File: config.mk
export PLATFORM = sky130hd
export DESIGN_NAME = ffn_matmul_seq_ctrl
export DESIGN_NICKNAME = d
export VERILOG_FILES = /design/src/rtl/ffn_ctrl_pkg.sv /design/src/rtl/ffn_ctrl_delay_line.sv /design/src/rtl/ffn_matmul_seq_ctrl.sv
export SDC_FILE = /design/constraint.sdc
export NUM_CORES = 1
export LEC_CHECK = 0
export BUFFER_PORTS_ARGS = -buffer_cell sky130_fd_sc_hd__buf_2
export CAP_MARGIN = 25
export CORE_MARGIN = 4
export CORE_UTILIZATION = 48
export CTS_BUF_LIST = sky130_fd_sc_hd__clkbuf_4 sky130_fd_sc_hd__clkbuf_8
export CTS_CLUSTER_DIAMETER = 150
export DETAILED_ROUTE_END_ITERATION = 10
export PLACE_DENSITY_LB_ADDON = 0.15
export SYNTH_ARGS = -nofsm -noshare
export SYNTH_HDL_FRONTEND = slang
export SYNTH_SLANG_ARGS = --single-unit
export TNS_END_PERCENT = 5
File: constraint.sdc
create_clock -name clock -period 3.2 [get_ports clock]
set_clock_uncertainty 0.05 [all_clocks]
set_input_delay 0.16 -clock clock [delete_from_list [all_inputs] [get_ports clock]]
set_output_delay 0.16 -clock clock [all_outputs]
set_load 0.01 [all_outputs]
File: src/rtl/ffn_ctrl_pkg.sv
// -----------------------------------------------------------------------------
// ffn_ctrl_pkg
// Shared types and helpers for the FFN matrix-multiply sequencer.
//   ctrl_state_t  : sequencer state (IDLE / RUN / DRAIN)
//   sel_width()   : kernel-index width, never narrower than one bit
//   dl_payload_t  : one issue slot travelling down the datapath delay line
// -----------------------------------------------------------------------------
package ffn_ctrl_pkg;

    typedef enum logic [1:0] {
        IDLE  = 2'd0,
        RUN   = 2'd1,
        DRAIN = 2'd2
    } ctrl_state_t;

    // Widest kernel index the payload can carry; the top uses the low SEL_W
    // bits. A fixed width keeps the struct usable from a package.
    localparam int IDX_W_MAX = 16;

    // $clog2(1) is 0, which would give a zero-width select bus.
    function automatic int sel_width(input int n);
        return (n <= 1) ? 1 : $clog2(n);
    endfunction

    typedef struct packed {
        logic                 valid;  // read was issued in this slot
        logic                 first;  // address 0 of a kernel pass
        logic                 last;   // address ADDR_MAX of a kernel pass
        logic [IDX_W_MAX-1:0] idx;    // kernel / weight-RAM index
    } dl_payload_t;

endpackage : ffn_ctrl_pkg

File: src/rtl/ffn_ctrl_delay_line.sv
// -----------------------------------------------------------------------------
// ffn_ctrl_delay_line
// Free-running DEPTH-stage shift register that aligns read-issue side-band
// information with the multiplier input.
//   clock   : rising-edge clock
//   reset   : asynchronous, active-low; clears every stage
//   flush   : synchronous clear of every stage (run abort)
//   din     : payload of the slot issued this cycle
//   dout    : payload arriving at the multiplier (last stage)
//   pending : a valid slot sits in a stage other than the last, i.e. the line
//             will still present valid data after the next edge
// -----------------------------------------------------------------------------
module ffn_ctrl_delay_line
    import ffn_ctrl_pkg::*;
#(
    parameter int DEPTH = 3
) (
    input  logic        clock,
    input  logic        reset,
    input  logic        flush,
    input  dl_payload_t din,
    output dl_payload_t dout,
    output logic        pending
);

    dl_payload_t stage [DEPTH];

    // NOTE: every stage is reset, not just the valid bits -- the stages feed
    // module outputs directly and must read 0 from reset onward.
    always_ff @(posedge clock or negedge reset) begin
        if (!reset) begin
            for (int i = 0; i < DEPTH; i++) begin
                stage[i] <= '0;
            end
        end else if (flush) begin
            for (int i = 0; i < DEPTH; i++) begin
                stage[i] <= '0;
            end
        end else begin
            // NOTE: non-blocking assignments make every stage sample the old
            // value of its predecessor, so the loop order does not matter.
            stage[0] <= din;
            for (int i = 1; i < DEPTH; i++) begin
                stage[i] <= stage[i-1];
            end
        end
    end

    assign dout = stage[DEPTH-1];

    always_comb begin
        pending = 1'b0;
        for (int i = 0; i < DEPTH - 1; i++) begin
            pending = pending | stage[i].valid;
        end
    end

endmodule : ffn_ctrl_delay_line

File: src/rtl/ffn_matmul_seq_ctrl.sv
// -----------------------------------------------------------------------------
// ffn_matmul_seq_ctrl
// Sequencer for the fully-connected matrix-multiply datapath. Per run it walks
// feature-map addresses 0..ADDR_MAX once for each of K kernels, issuing read
// strobes, and produces multiplier/accumulator framing delayed by PIPE_LAT.
//   clock, reset     : rising-edge clock, asynchronous active-low reset
//   start            : begin a run (honoured in IDLE only, needs cfg != 0)
//   abort            : end the run at the next edge, flush the pipeline
//   stall            : do not issue a read in the next cycle
//   num_kernels_cfg  : kernels for this run, clamped to NUM_KERNELS
//   addr, ram_select : read address / weight-RAM index for rd_en
//   rd_en            : read strobe
//   mult_en          : multiplier operand valid (rd_en + PIPE_LAT)
//   acc_clear        : first beat of a kernel at the multiplier
//   kernel_done      : last beat of a kernel at the multiplier
//   kernel_idx       : kernel index accompanying mult_en
//   busy             : run in progress
//   product_rdy      : one-cycle pulse once every kernel has left the pipe
// -----------------------------------------------------------------------------
module ffn_matmul_seq_ctrl
    import ffn_ctrl_pkg::*;
#(
    parameter int ADDR_W      = 10,
    parameter int ADDR_MAX    = 783,
    parameter int NUM_KERNELS = 10,
    parameter int SEL_W       = sel_width(NUM_KERNELS),
    parameter int PIPE_LAT    = 3
) (
    input  logic              clock,
    input  logic              reset,
    input  logic              start,
    input  logic              abort,
    input  logic              stall,
    input  logic [SEL_W:0]    num_kernels_cfg,
    output logic [ADDR_W-1:0] addr,
    output logic [SEL_W-1:0]  ram_select,
    output logic              rd_en,
    output logic              mult_en,
    output logic              acc_clear,
    output logic              kernel_done,
    output logic [SEL_W-1:0]  kernel_idx,
    output logic              busy,
    output logic              product_rdy
);

    localparam logic [ADDR_W-1:0] ADDR_LAST = ADDR_W'(ADDR_MAX);
    localparam logic [SEL_W:0]    K_MAX     = (SEL_W+1)'(NUM_KERNELS);

    ctrl_state_t       state;
    logic [SEL_W:0]    k_lat;       // kernels in the current run

    logic [ADDR_W-1:0] issue_addr;  // slot to present at the next edge
    logic [SEL_W-1:0]  issue_sel;
    logic              issue_last;  // that slot is the final one of the run
    logic [SEL_W:0]    k_new;
    logic              first_is_last;

    dl_payload_t       dl_in;
    dl_payload_t       dl_out;
    logic              dl_pending;

    // The addr/ram_select registers hold the slot currently on the bus. If it
    // was issued (rd_en=1) the next slot is its successor; if it was stalled it
    // is still owed and is presented again.
    // NOTE: every signal gets a default at the top of the block so no path
    // leaves one unassigned and no latch is inferred.
    always_comb begin
        issue_addr = addr;
        issue_sel  = ram_select;
        if (rd_en) begin
            if (addr == ADDR_LAST) begin
                issue_addr = '0;
                issue_sel  = ram_select + SEL_W'(1);
            end else begin
                issue_addr = addr + ADDR_W'(1);
            end
        end
        issue_last    = (issue_addr == ADDR_LAST) &&
                        ({1'b0, issue_sel} == k_lat - (SEL_W+1)'(1));
        k_new         = (num_kernels_cfg > K_MAX) ? K_MAX : num_kernels_cfg;
        // Degenerate single-beat run: ADDR_MAX=0 with one kernel.
        first_is_last = (ADDR_MAX == 0) && (k_new == (SEL_W+1)'(1));
    end

    always_ff @(posedge clock or negedge reset) begin
        if (!reset) begin
            state       <= IDLE;
            k_lat       <= '0;
            addr        <= '0;
            ram_select  <= '0;
            rd_en       <= 1'b0;
            busy        <= 1'b0;
            product_rdy <= 1'b0;
        end else if (abort) begin
            // Abort outranks start and every state; k_lat is left alone.
            state       <= IDLE;
            addr        <= '0;
            ram_select  <= '0;
            rd_en       <= 1'b0;
            busy        <= 1'b0;
            product_rdy <= 1'b0;
        end else begin
            case (state)
                IDLE: begin
                    addr        <= '0;
                    ram_select  <= '0;
                    rd_en       <= 1'b0;
                    product_rdy <= 1'b0;
                    if (start && (num_kernels_cfg != '0)) begin
                        k_lat <= k_new;
                        busy  <= 1'b1;
                        rd_en <= !stall;
                        state <= (!stall && first_is_last) ? DRAIN : RUN;
                    end
                end
                RUN: begin
                    addr       <= issue_addr;
                    ram_select <= issue_sel;
                    rd_en      <= !stall;
                    if (!stall && issue_last) begin
                        state <= DRAIN;
                    end
                end
                DRAIN: begin
                    addr       <= '0;
                    ram_select <= '0;
                    rd_en      <= 1'b0;
                    // The last read has left the issue register and no valid
                    // slot remains ahead of the final stage: the beat now at
                    // the multiplier is the run's last one.
                    if (!rd_en && !dl_pending) begin
                        product_rdy <= 1'b1;
                        busy        <= 1'b0;
                        state       <= IDLE;
                    end
                end
                default: begin
                    state <= IDLE;
                end
            endcase
        end
    end

    // Side-band is zeroed on idle slots so kernel_idx reads 0 without mult_en.
    always_comb begin
        dl_in       = '0;
        dl_in.valid = rd_en;
        dl_in.first = rd_en && (addr == '0);
        dl_in.last  = rd_en && (addr == ADDR_LAST);
        dl_in.idx   = rd_en ? IDX_W_MAX'(ram_select) : '0;
    end

    ffn_ctrl_delay_line #(
        .DEPTH (PIPE_LAT)
    ) u_delay_line (
        .clock   (clock),
        .reset   (reset),
        .flush   (abort),
        .din     (dl_in),
        .dout    (dl_out),
        .pending (dl_pending)
    );

    assign mult_en     = dl_out.valid;
    assign acc_clear   = dl_out.first;
    assign kernel_done = dl_out.last;
    assign kernel_idx  = dl_out.idx[SEL_W-1:0];

endmodule : ffn_matmul_seq_ctrl

==> results.txt, run 1 <==
Logic pwr share - 28.9%
Pre-antenna DRT Iters - 4
Int Pwr - 1110 µW
Sw Ratio - 31.8%
Synth Instances - 252
hold path depth - 3
hold wc startpoint - num_kernels_cfg[0]
area of the multi-input gates - 1110 µm²
Least-Margin Pin Slew - 852 ps
post-detail-place hpwl - 3490 µm
Initial Util - 49.7%
CTS tree - done
count of non-filler cells in the finished layout - 348
Avg Synthesized Cell Area - 9.37 µm²
Congestion Overflow GR - 0
share of cells above drive strength 1 - 17.1%
DRT Wirelength - 4860 µm
crit path DAT - 2980 ps
Port Buffer Count - 33
most common cell in the netlist - dfrtp_1
Clk pwr share - 30.3%
CP endpoint kind - flip-flop
worst-skew pair later-pin latency - 290 ps
r2r endpoint - state[0]$_DFFE_PN0P_
slew margin rel. - 42.8%
via/cell ratio - 5.35
core area - 4750 µm²
R2R setup slack - 350 ps
most area-hungry cell type in the Yosys netlist - dfrtp_1
Root Driver - clkbuf_8
post-route ant nets - 0
startpoint types - flip-flop
Final #Nets - 298
Worst Path Required - 3330 ps
Yosys cell types - 43
#FFs+latches synth - 45
routed via count - 1,862
global-route wire length before repair - 8620 µm
I/O pin total - 34
worst r2r src - addr[0]$_DFFE_PN0P_
antenna violations before repair - 0
cts hold-fix bufs - 1
DIE AREA - 6110 µm²
pwr dens - 605 nW/µm²
post-synth top area share - 47.7%
Tcrit/Tclk final - 89.2%
largest net degree at the start of global routing - 46
status - completed
clock transition at the registers of the reported paths - 80 ps
Setup Crit Path Kind - flip-flop to flip-flop
Max clock buf depth - 2
clock tree sinks - 45
placed cell count - 338
Iter 0 DRT Violations - 94
Hold EP - k_lat[0]$_DFFE_PN0P_
R2R cell count - 8
GP Congestion - 0.879
ys flop type - dfrtp_1
Commonest cells post-synth - dfrtp_1 (45), nand2_1 (27), nor2_1 (23), o21ai_0 (23), nor2b_1 (16)
CTS Buf Count - 5
HP Class - input port to flip-flop
register area share after synthesis - 47.7%
Synth area leaders - dfrtp_1 (48%), o21ai_0 (4.9%), nand2_1 (4.3%)
drt wl/cell - 14.0 µm
CTS-repair resized insts - 0
Sequential Power Share - 40.9%
H-tree levels - 2
Slew Limit Fails - 0
Fill cells - 439
Hold Fails Final Rpt - 0
FF+latch area - 1130 µm²
Total Routing Usage GR - 17.6%
Max Fclk - 351 MHz
DIE HEIGHT - 78.2 µm
# Post-CTS Setup Buffers - 0
hold slack - 90.8 ps
Design Power - 1630 µW
synthesized cell area - 2360 µm²
VDD IR-drop max - 0.000229 V
worst-path maximum fanout - 9
vias in the first global route - 1,768
RSZ-0062 raised after global routing - no
Chip Width - 78.2 µm
Area growth syn-to-layout - 14.4%
Ant. Diodes - 0
Syn Nets - 270
Residual DRC - 0
Post-synth EDFFs - 0
yosys warns - 0
setup violators final - 0
Site Rows - 25
Post-synth ARST share - 100%
Net Sw Power - 519 µW
P_leak - 0.00126 µW
Tmin final - 2850 ps
Max-Cap Viols - 0
setup TNS - 0 ps
power groups by stage:
| stage | clock network (µW) | logic (µW) | registers (µW) |
|---|---|---|---|
| after floorplan | 0 | 344 | 676 |
| after global placement | 0 | 462 | 677 |
| after detailed placement | 0 | 464 | 679 |
| after CTS | 510 | 467 | 668 |
| after global routing | 537 | 540 | 676 |
| final | 494 | 471 | 667 |
critical path, stage by stage (launching register included):
cell and delay, ps:
dfrtp_1 490, ha_1 360, nand4_1 310, nor3_1 410
mux2i_1 270, xnor2_1 140, nand4b_1 150, o31ai_4 250
mux2_4 320
cells in the final DEF, fill, tap and decap left out, drive strengths merged, types with 2 or more instances in the layout:
master,instances
a21oi,9
a31oi,4
and2,6
buf,35
bufinv,2
clkbuf,5
dfrtp,45
ha,8
inv,9
mux2i,2
nand2,27
nand2b,2
nand3,8
nand3b,2
nand4,5
nand4b,2
nor2,23
nor2b,16
nor3,8
o21ai,23
o22ai,4
o31ai,4
o41ai,3
or3,3
xnor2,5
xor2,6
registers in the layout (all words and copies together) (netlist names):
register            flops
busy                    1
addr                   10
product_rdy             1
rd_en                   1
state                   2
u_delay_line.dout       7
u_delay_line.stage     14
k_lat                   5
ram_select              4
worst max-delay path by stage:
stage / start / to / slack, ps
CTS: addr[0]$_DFFE_PN0P_ / state[0]$_DFFE_PN0P_ / 360
finish: addr[0]$_DFFE_PN0P_ / state[0]$_DFFE_PN0P_ / 350
detailed placement: addr[0]$_DFFE_PN0P_ / state[0]$_DFFE_PN0P_ / 380
global route: addr[0]$_DFFE_PN0P_ / state[0]$_DFFE_PN0P_ / 120
global placement: addr[0]$_DFFE_PN0P_ / state[0]$_DFFE_PN0P_ / 490
floorplan: addr[0]$_DFFE_PN0P_ / state[0]$_DFFE_PN0P_ / 510
stage by stage:
stage / instance area, µm² / setup slack [ps] / util [%]
global placement: 2530 / 488 / 53.2
global route: 2700 / 119 / 56.8
floorplan: 2360 / 511 / -
detailed placement: 2530 / 385 / 53.2
finish: 2700 / 347 / 56.8
CTS: 2670 / 362 / 56.2
layout make-up:
cell class,instances,share of cell area (%)
multi-input combinational,183,41.2
tap,67,3.10
clock buffer,5,2.55
sequential,45,41.7
clock inverter,3,2.41
timing repair buffer,36,7.78
inverter,9,1.25
cell families (layout without fill, tap and decap cells):
family	after synthesis	count (layout)	share of synthesized area, %
AO/OA/AOI/OAI	54	54	14.4
XOR/XNOR	11	11	4.08
adder cells (fa/ha/maj)	8	8	4.24
buffers and inverters	24	53	5.19
flip-flops	45	45	47.7
multiplexers	3	3	1.48
AND/OR/NAND/NOR	107	107	23.0
layer usage:
| metal | vias to the layer above | track usage, % | wire, µm |
|---|---|---|---|
| met2 | 54 | 28.1 | 2300 |
| li1 | 929 | - | - |
| met4 | 0 | 4.20 | 22 |
| met1 | 877 | 24.7 | 2310 |
| met3 | 2 | 3.67 | 229 |
| met5 | - | 0 | 0 |
(Power assumes the default switching activity.)
==> run 2: changes to the inputs <==
ABC_AREA = 1   (was unset)
==> run 2 against run 1 <==
  * First-iteration DRC count is 17% higher
  * Critical path depth fell by 2
  * Flip-flop and latch count stayed put
  * Combinational power fell by 18%
  * Wire length increased by 4.1%
  * Sequential share of layout area is 0.25 points lower
  * Clock power decreased by 16%
  * Hold slack gained 0.88 ps
  * Critical path type unchanged
  * Largest power group unchanged
==> results.txt, run 2 <==
post-route ant nets - 0 (unchanged)
CTS Buf Count - 5 (unchanged)
Total Routing Usage GR - 17.3% (-0.31 points)
area of the multi-input gates - 987 µm² (-11%)
global-route wire length before repair - 8360 µm (-3.1%)
CTS tree - done
#FFs+latches synth - 45 (unchanged)
P_leak - 0.00138 µW (+9.1%)
Port Buffer Count - 33 (unchanged)
Largest register FFs - 14 (unchanged)
Max Fclk - 443 MHz (+26%)
Tcrit/Tclk final - 70.6% (-19 points)
share of cells above drive strength 1 - 15.9% (-1.2 points)
Synth area leaders - dfrtp_1 (47%), inv_1 (8.9%), nand2_1 (8.9%)
Max clock buf depth - 2 (unchanged)
ys flop type - dfrtp_1
worst-skew pair later-pin latency - 300 ps (about the same)
Max-Cap Viols - 0 (unchanged)
Design Power - 1470 µW (-9.9%)
Syn Nets - 326 (+21%)
met3 usage in global routing - 4.82% (+1.1 points)
clock tree sinks - 45 (unchanged)
Setup Crit Path Kind - flip-flop to flip-flop
FF+latch area - 1130 µm² (unchanged)
Sw Ratio - 32.7% (+0.89 points)
Synth Instances - 308 (+22%)
Pre-antenna DRT Iters - 4 (unchanged)
Worst Path Required - 3350 ps (+20 ps)
yosys warns - 0 (unchanged)
most area-hungry cell type in the Yosys netlist - dfrtp_1
clock transition at the registers of the reported paths - 80 ps (about the same)
Sequential Power Share - 45.7% (+4.8 points)
met2 GRT Util - 27.0% (-1.1 points)
Commonest cells post-synth - inv_1 (57), nand2_1 (57), nor2_1 (50)
DIE HEIGHT - 78.6 µm (+0.55%)
Fill cells - 458 (+4.3%)
Area growth syn-to-layout - 13.7%
I/O pin total - 34 (unchanged)
routed via count - 2,023 (+8.6%)
RSZ-0062 raised after global routing - no
setup TNS - 0 ps (unchanged)
post-detail-place hpwl - 3780 µm (+8.4%)
startpoint types - flip-flop
Hold Fails Final Rpt - 0 (unchanged)
delay-heaviest family, CP - simple AND/OR/NAND/NOR gates
DIE AREA - 6170 µm² (+1.1%)
Root Driver - clkbuf_8
Chip Width - 78.6 µm (+0.55%)
via/cell ratio - 4.97 (-7.1%)
# Post-CTS Setup Buffers - 0 (unchanged)
antenna violations before repair - 0 (unchanged)
Least-Margin Pin Slew - 576 ps (-276 ps)
Slew Limit Fails - 0 (unchanged)
Clk pwr share - 28.1% (-2.2 points)
CP endpoint kind - flip-flop
core area - 4790 µm² (+0.66%)
H-tree levels - 2 (unchanged)
slew margin rel. - 61.5% (+19 points)
Yosys cell types - 29 (-33%)
GP Congestion - 0.803 (-8.6%)
CTS-repair resized insts - 0 (unchanged)
CP dominant cell by count - inv_1
vias in the first global route - 1,837 (+3.9%)
Critical Path Slowest Stage Cell - nand3_1
cts hold-fix bufs - 0 (-1)
Initial Util - 50.0% (+0.28 points)
drt wl/cell - 12.4 µm (-11%)
most frequent cells in the layout - inv_1 (57), nand2_1 (57), nor2_1 (50)
status - completed
Logic pwr share - 26.3% (-2.6 points)
synthesized cell area - 2390 µm² (+1.2%)
pwr dens - 542 nW/µm² (-10%)
Residual DRC - 0 (unchanged)
Final #Nets - 358 (+20%)
Ant. Diodes - 0 (unchanged)
post-synth top area share - 47.1% (-0.57 points)
Tmin final - 2260 ps (-594 ps)
Net Sw Power - 481 µW (-7.3%)
crit path DAT - 2400 ps (-580 ps)
VDD IR-drop max - 0.000320 V (+39%)
CP cell instances - inv_1 > ha_1 > inv_1 > nand2_1 > nand3_1 > o32ai_1
setup violators final - 0 (unchanged)
met1 Track Usage GR - 22.9% (-1.8 points)
DRT Wirelength - 5060 µm (+4.1%)
Top reg by flops - u_delay_line.stage
Congestion Overflow GR - 0 (unchanged)
Int Pwr - 991 µW (-11%)
CP bufs+invs - 2 (+2)
Site Rows - 25 (unchanged)
register area share after synthesis - 47.1% (-0.57 points)
worst-path maximum fanout - 15 (+6)
Post-synth ARST share - 100% (unchanged)
HP Class - input port to flip-flop
Avg Synthesized Cell Area - 7.76 µm² (-17%)
slowest stage delay, CP - 560 ps (+70 ps)
Iter 0 DRT Violations - 110 (+17%)
Post-synth EDFFs - 0 (unchanged)
largest net degree at the start of global routing - 46 (unchanged)
busiest grt layer - met2
[run 2: path summary, 6_finish.rpt]
kind                                                  start                               end  slack (ps)  depth (start not counted)
hold reg to reg            u_delay_line.stage[38]$_DFF_PN0_  u_delay_line.stage[19]$_DFF_PN0_         410                          2
max in group asynchronous                             reset              state[1]$_DFFE_PN0P_        2470                          3
setup reg to reg                       state[1]$_DFFE_PN0P_               addr[1]$_DFFE_PN0P_         940                          6
hold / removal                           num_kernels_cfg[2]              k_lat[2]$_DFFE_PN0P_          90                          3
setup / recovery                       state[1]$_DFFE_PN0P_               addr[1]$_DFFE_PN0P_         940                          6
min in group asynchronous                             reset   u_delay_line.dout[17]$_DFF_PN0_         190                          2
[run 2: cells by family after synthesis]
kind of cell / count (synthesis) / synth area share (%)
AOI/OAI and AO/OA: 29 / 7.69
xor gates and xnor gates: 4 / 1.47
buffers and inverters: 69 / 11.6
and+or+nand+nor: 153 / 27.9
DFF: 45 / 47.1
adders and majority gates: 8 / 4.19
[run 2: per-stage QoR]
step	instances	instance area [µm²]	hold WS, ps	worst slack, ps	util, %
floorplan	308	2390	-186	1360	-
global placement	398	2580	340	1040	54.0
detailed placement	398	2580	333	950	54.0
CTS	405	2690	4.57	935	56.2
global route	407	2720	82.1	718	56.8
finish	407	2720	91.7	941	56.8
[run 2: worst register-to-register path: stages (launching register included)]
cell and delay, ps:
dfrtp_1 400, inv_1 100, ha_1 150, inv_1 70
nand2_1 400, nand3_1 560, o32ai_1 440
[run 2: routing by layer]
| metal | routed length [µm] | part of all wire [%] | vias to the layer above |
|---|---|---|---|
| li1 | - | - | 1025 |
| met1 | 2310 | 46 | 934 |
| met2 | 2360 | 47 | 55 |
| met3 | 310 | 6.1 | 9 |
| met4 | 87 | 1.7 | 0 |
| met5 | 0 | 0 | - |
[run 2: power groups by stage]
stage | logic (µW) | clock network (µW) | registers [µW]
5_1_grt | 449 | 452 | 681
3_3_place_gp | 380 | 0 | 682
6_report | 387 | 413 | 672
3_5_place_dp | 384 | 0 | 685
4_1_cts | 386 | 424 | 673
2_1_floorplan | 291 | 0 | 670
[run 2: cell type report]
type | instances | share of cell area [%]
multi-input cells | 194 | 36.3
flip-flops and latches | 45 | 41.4
inverters | 59 | 8.15
clock buffers | 5 | 2.53
repair buffers | 35 | 7.18
well taps | 67 | 3.08
clock inverters | 2 | 1.29
==> run 3: changes to the inputs <==
clock period = 2.3 ns   (was 3.2 ns; I/O delays follow)
==> run 3 against run 2 <==
  * Hold slack worse by 54 ps
  * Sequential power increased by 39%
  * Wire length increased by 2.3%
  * Core utilization is 0.71 points higher
  * Die area stayed put
  * Largest power group unchanged
  * Clock power is 70% higher
  * Global-route usage increased by 0.53 points
==> results.txt, run 3 (same netlist as run 2, synthesis figures left out) <==
status - completed
Area growth syn-to-layout - 15.1%
clock transition at the registers of the reported paths - 90 ps (about the same)
# Post-CTS Setup Buffers - 0 (unchanged)
setup violators final - 0 (unchanged)
Largest register FFs - 14 (unchanged)
Initial Util - 50.0% (unchanged)
largest net degree at the start of global routing - 27 (-41%)
Tcrit/Tclk final - 89.2% (+19 points)
antenna violations before repair - 0 (unchanged)
Residual DRC - 0 (unchanged)
Fill cells - 459 (+0.22%)
DIE AREA - 6170 µm² (unchanged)
drt wl/cell - 12.6 µm (+1.6%)
slew margin rel. - 69.1% (+7.6 points)
CP endpoint kind - flip-flop
core area - 4790 µm² (unchanged)
global-route wire length before repair - 8650 µm (+3.5%)
startpoint types - flip-flop
post-detail-place hpwl - 3880 µm (+2.7%)
Top reg by flops - u_delay_line.stage
Design Power - 2190 µW (+49%)
crit path DAT - 2200 ps (-200 ps)
RSZ-0062 raised after global routing - no
Worst Path Required - 2450 ps (-900 ps)
count of non-filler cells in the finished layout - 410 (+0.74%)
post-route ant nets - 0 (unchanged)
Iter 0 DRT Violations - 93 (-15%)
worst-path maximum fanout - 13 (-2)
most frequent cells in the layout - inv_1 (57), nand2_1 (57), nor2_1 (50)
Ant. Diodes - 0 (unchanged)
Max clock buf depth - 2 (unchanged)
R2R setup slack - 250 ps (-690 ps)
vias in the first global route - 1,904 (+3.6%)
Hold Fails Final Rpt - 0 (unchanged)
Setup Crit Path Kind - flip-flop to flip-flop
HP Class - input port to flip-flop
Site Rows - 25 (unchanged)
Final #Nets - 360 (+0.56%)
Total Routing Usage GR - 17.8% (+0.53 points)
GP Congestion - 0.901 (+12%)
clock tree sinks - 45 (unchanged)
worst-skew pair later-pin latency - 300 ps (about the same)
VDD IR-drop max - 0.000472 V (+48%)
final core utilization - 57.5% (+0.71 points)
CTS Buf Count - 5 (unchanged)
H-tree levels - 2 (unchanged)
DRT Wirelength - 5180 µm (+2.3%)
Tmin final - 2050 ps (-206 ps)
routed via count - 2,036 (+0.64%)
Least-Margin Pin Slew - 463 ps (-113 ps)
Port Buffer Count - 33 (unchanged)
via/cell ratio - 4.97 (about the same)
Max Fclk - 487 MHz (+10%)
Place WS - 244 ps (-705 ps)
Chip Width - 78.6 µm (unchanged)
I/O pin total - 34 (unchanged)
pwr dens - 796 nW/µm² (+47%)
CTS tree - done
setup TNS - 0 ps (unchanged)
Slew Limit Fails - 0 (unchanged)
Congestion Overflow GR - 0 (unchanged)
Root Driver - clkbuf_8
PnR worst setup slack - 248 ps (-694 ps)
Pre-antenna DRT Iters - 4 (unchanged)
share of cells above drive strength 1 - 16.9% (+1.0 points)
P_leak - 0.00139 µW (+1.2%)
DIE HEIGHT - 78.6 µm (unchanged)
placed cell count - 401 (+0.75%)
Max-Cap Viols - 0 (unchanged)
run 3: cell types whose count changed in the layout (fill, tap and decap cells not counted), sizes merged:
cell / change
bufinv: +1
buf: +2
run 3: final timing paths:
check	end	startpoint	depth (start not counted)
max	state[0]$_DFFE_PN0P_	rd_en$_DFFE_PN0P_	15
min	k_lat[2]$_DFFE_PN0P_	num_kernels_cfg[2]	3
max reg2reg	state[0]$_DFFE_PN0P_	rd_en$_DFFE_PN0P_	15
min reg2reg	u_delay_line.dout[17]$_DFF_PN0_	u_delay_line.stage[36]$_DFF_PN0_	2
max in group asynchronous	addr[0]$_DFFE_PN0P_	reset	3
min in group asynchronous	u_delay_line.dout[17]$_DFF_PN0_	reset	2
run 3: through the flow:
stage	hold slack, ps	area, µm²
4_1_cts	30.0	2750
2_1_floorplan	-231	2390
3_5_place_dp	43.4	2610
6_report	38.0	2750
5_1_grt	59.5	2750
3_3_place_gp	44.5	2610
run 3: layout make-up:
class                      instances  area, µm²  area share [%]
sequential                        45       1130            41.0
multi-input combinational        194        987            35.9
inverter                          59        221            8.05
timing repair buffer              37        198            7.19
tap                               67       83.8            3.05
clock buffer                       5       68.8            2.50
clock inverter                     3       65.1            2.36
run 3: timing repair:
item,4_1_cts,5_1_grt
hold buffers,1,0
gates resized for setup,0,1
hold endpoints to repair,19,0
endpoints found under the setup margin,0,2
run 3: metal layers:
metal,vias to the layer above,GRT usage (%),routed length (µm),share of wire (%)
met5,-,0,0,0
met4,0,7.52,76,1.5
met3,7,3.56,339,6.5
met2,55,27.6,2380,46
met1,946,24.3,2380,46
li1,1028,-,-,-
run 3: critical path, cell delays in order (launching register included):
cell and delay, ps:
dfrtp_1 580, nand2_1 160, inv_1 90, nand2_2 70, nor2_4 200, inv_2 80, nand2_2 70, nand2_2 50
nand2_1 50, nand3_1 80, nor2_1 130, nand2_1 80, nand2_2 80, nand2_2 50, nand2_1 60, nand2_1 40
run 3: report_power, final:
| part | switching (µW) | internal (µW) | total, µW |
|---|---|---|---|
| clock | 270 | 431 | 702 |
| combinational | 348 | 210 | 558 |
| sequential | 67.9 | 864 | 932 |
| total | 686 | 1510 | 2190 |
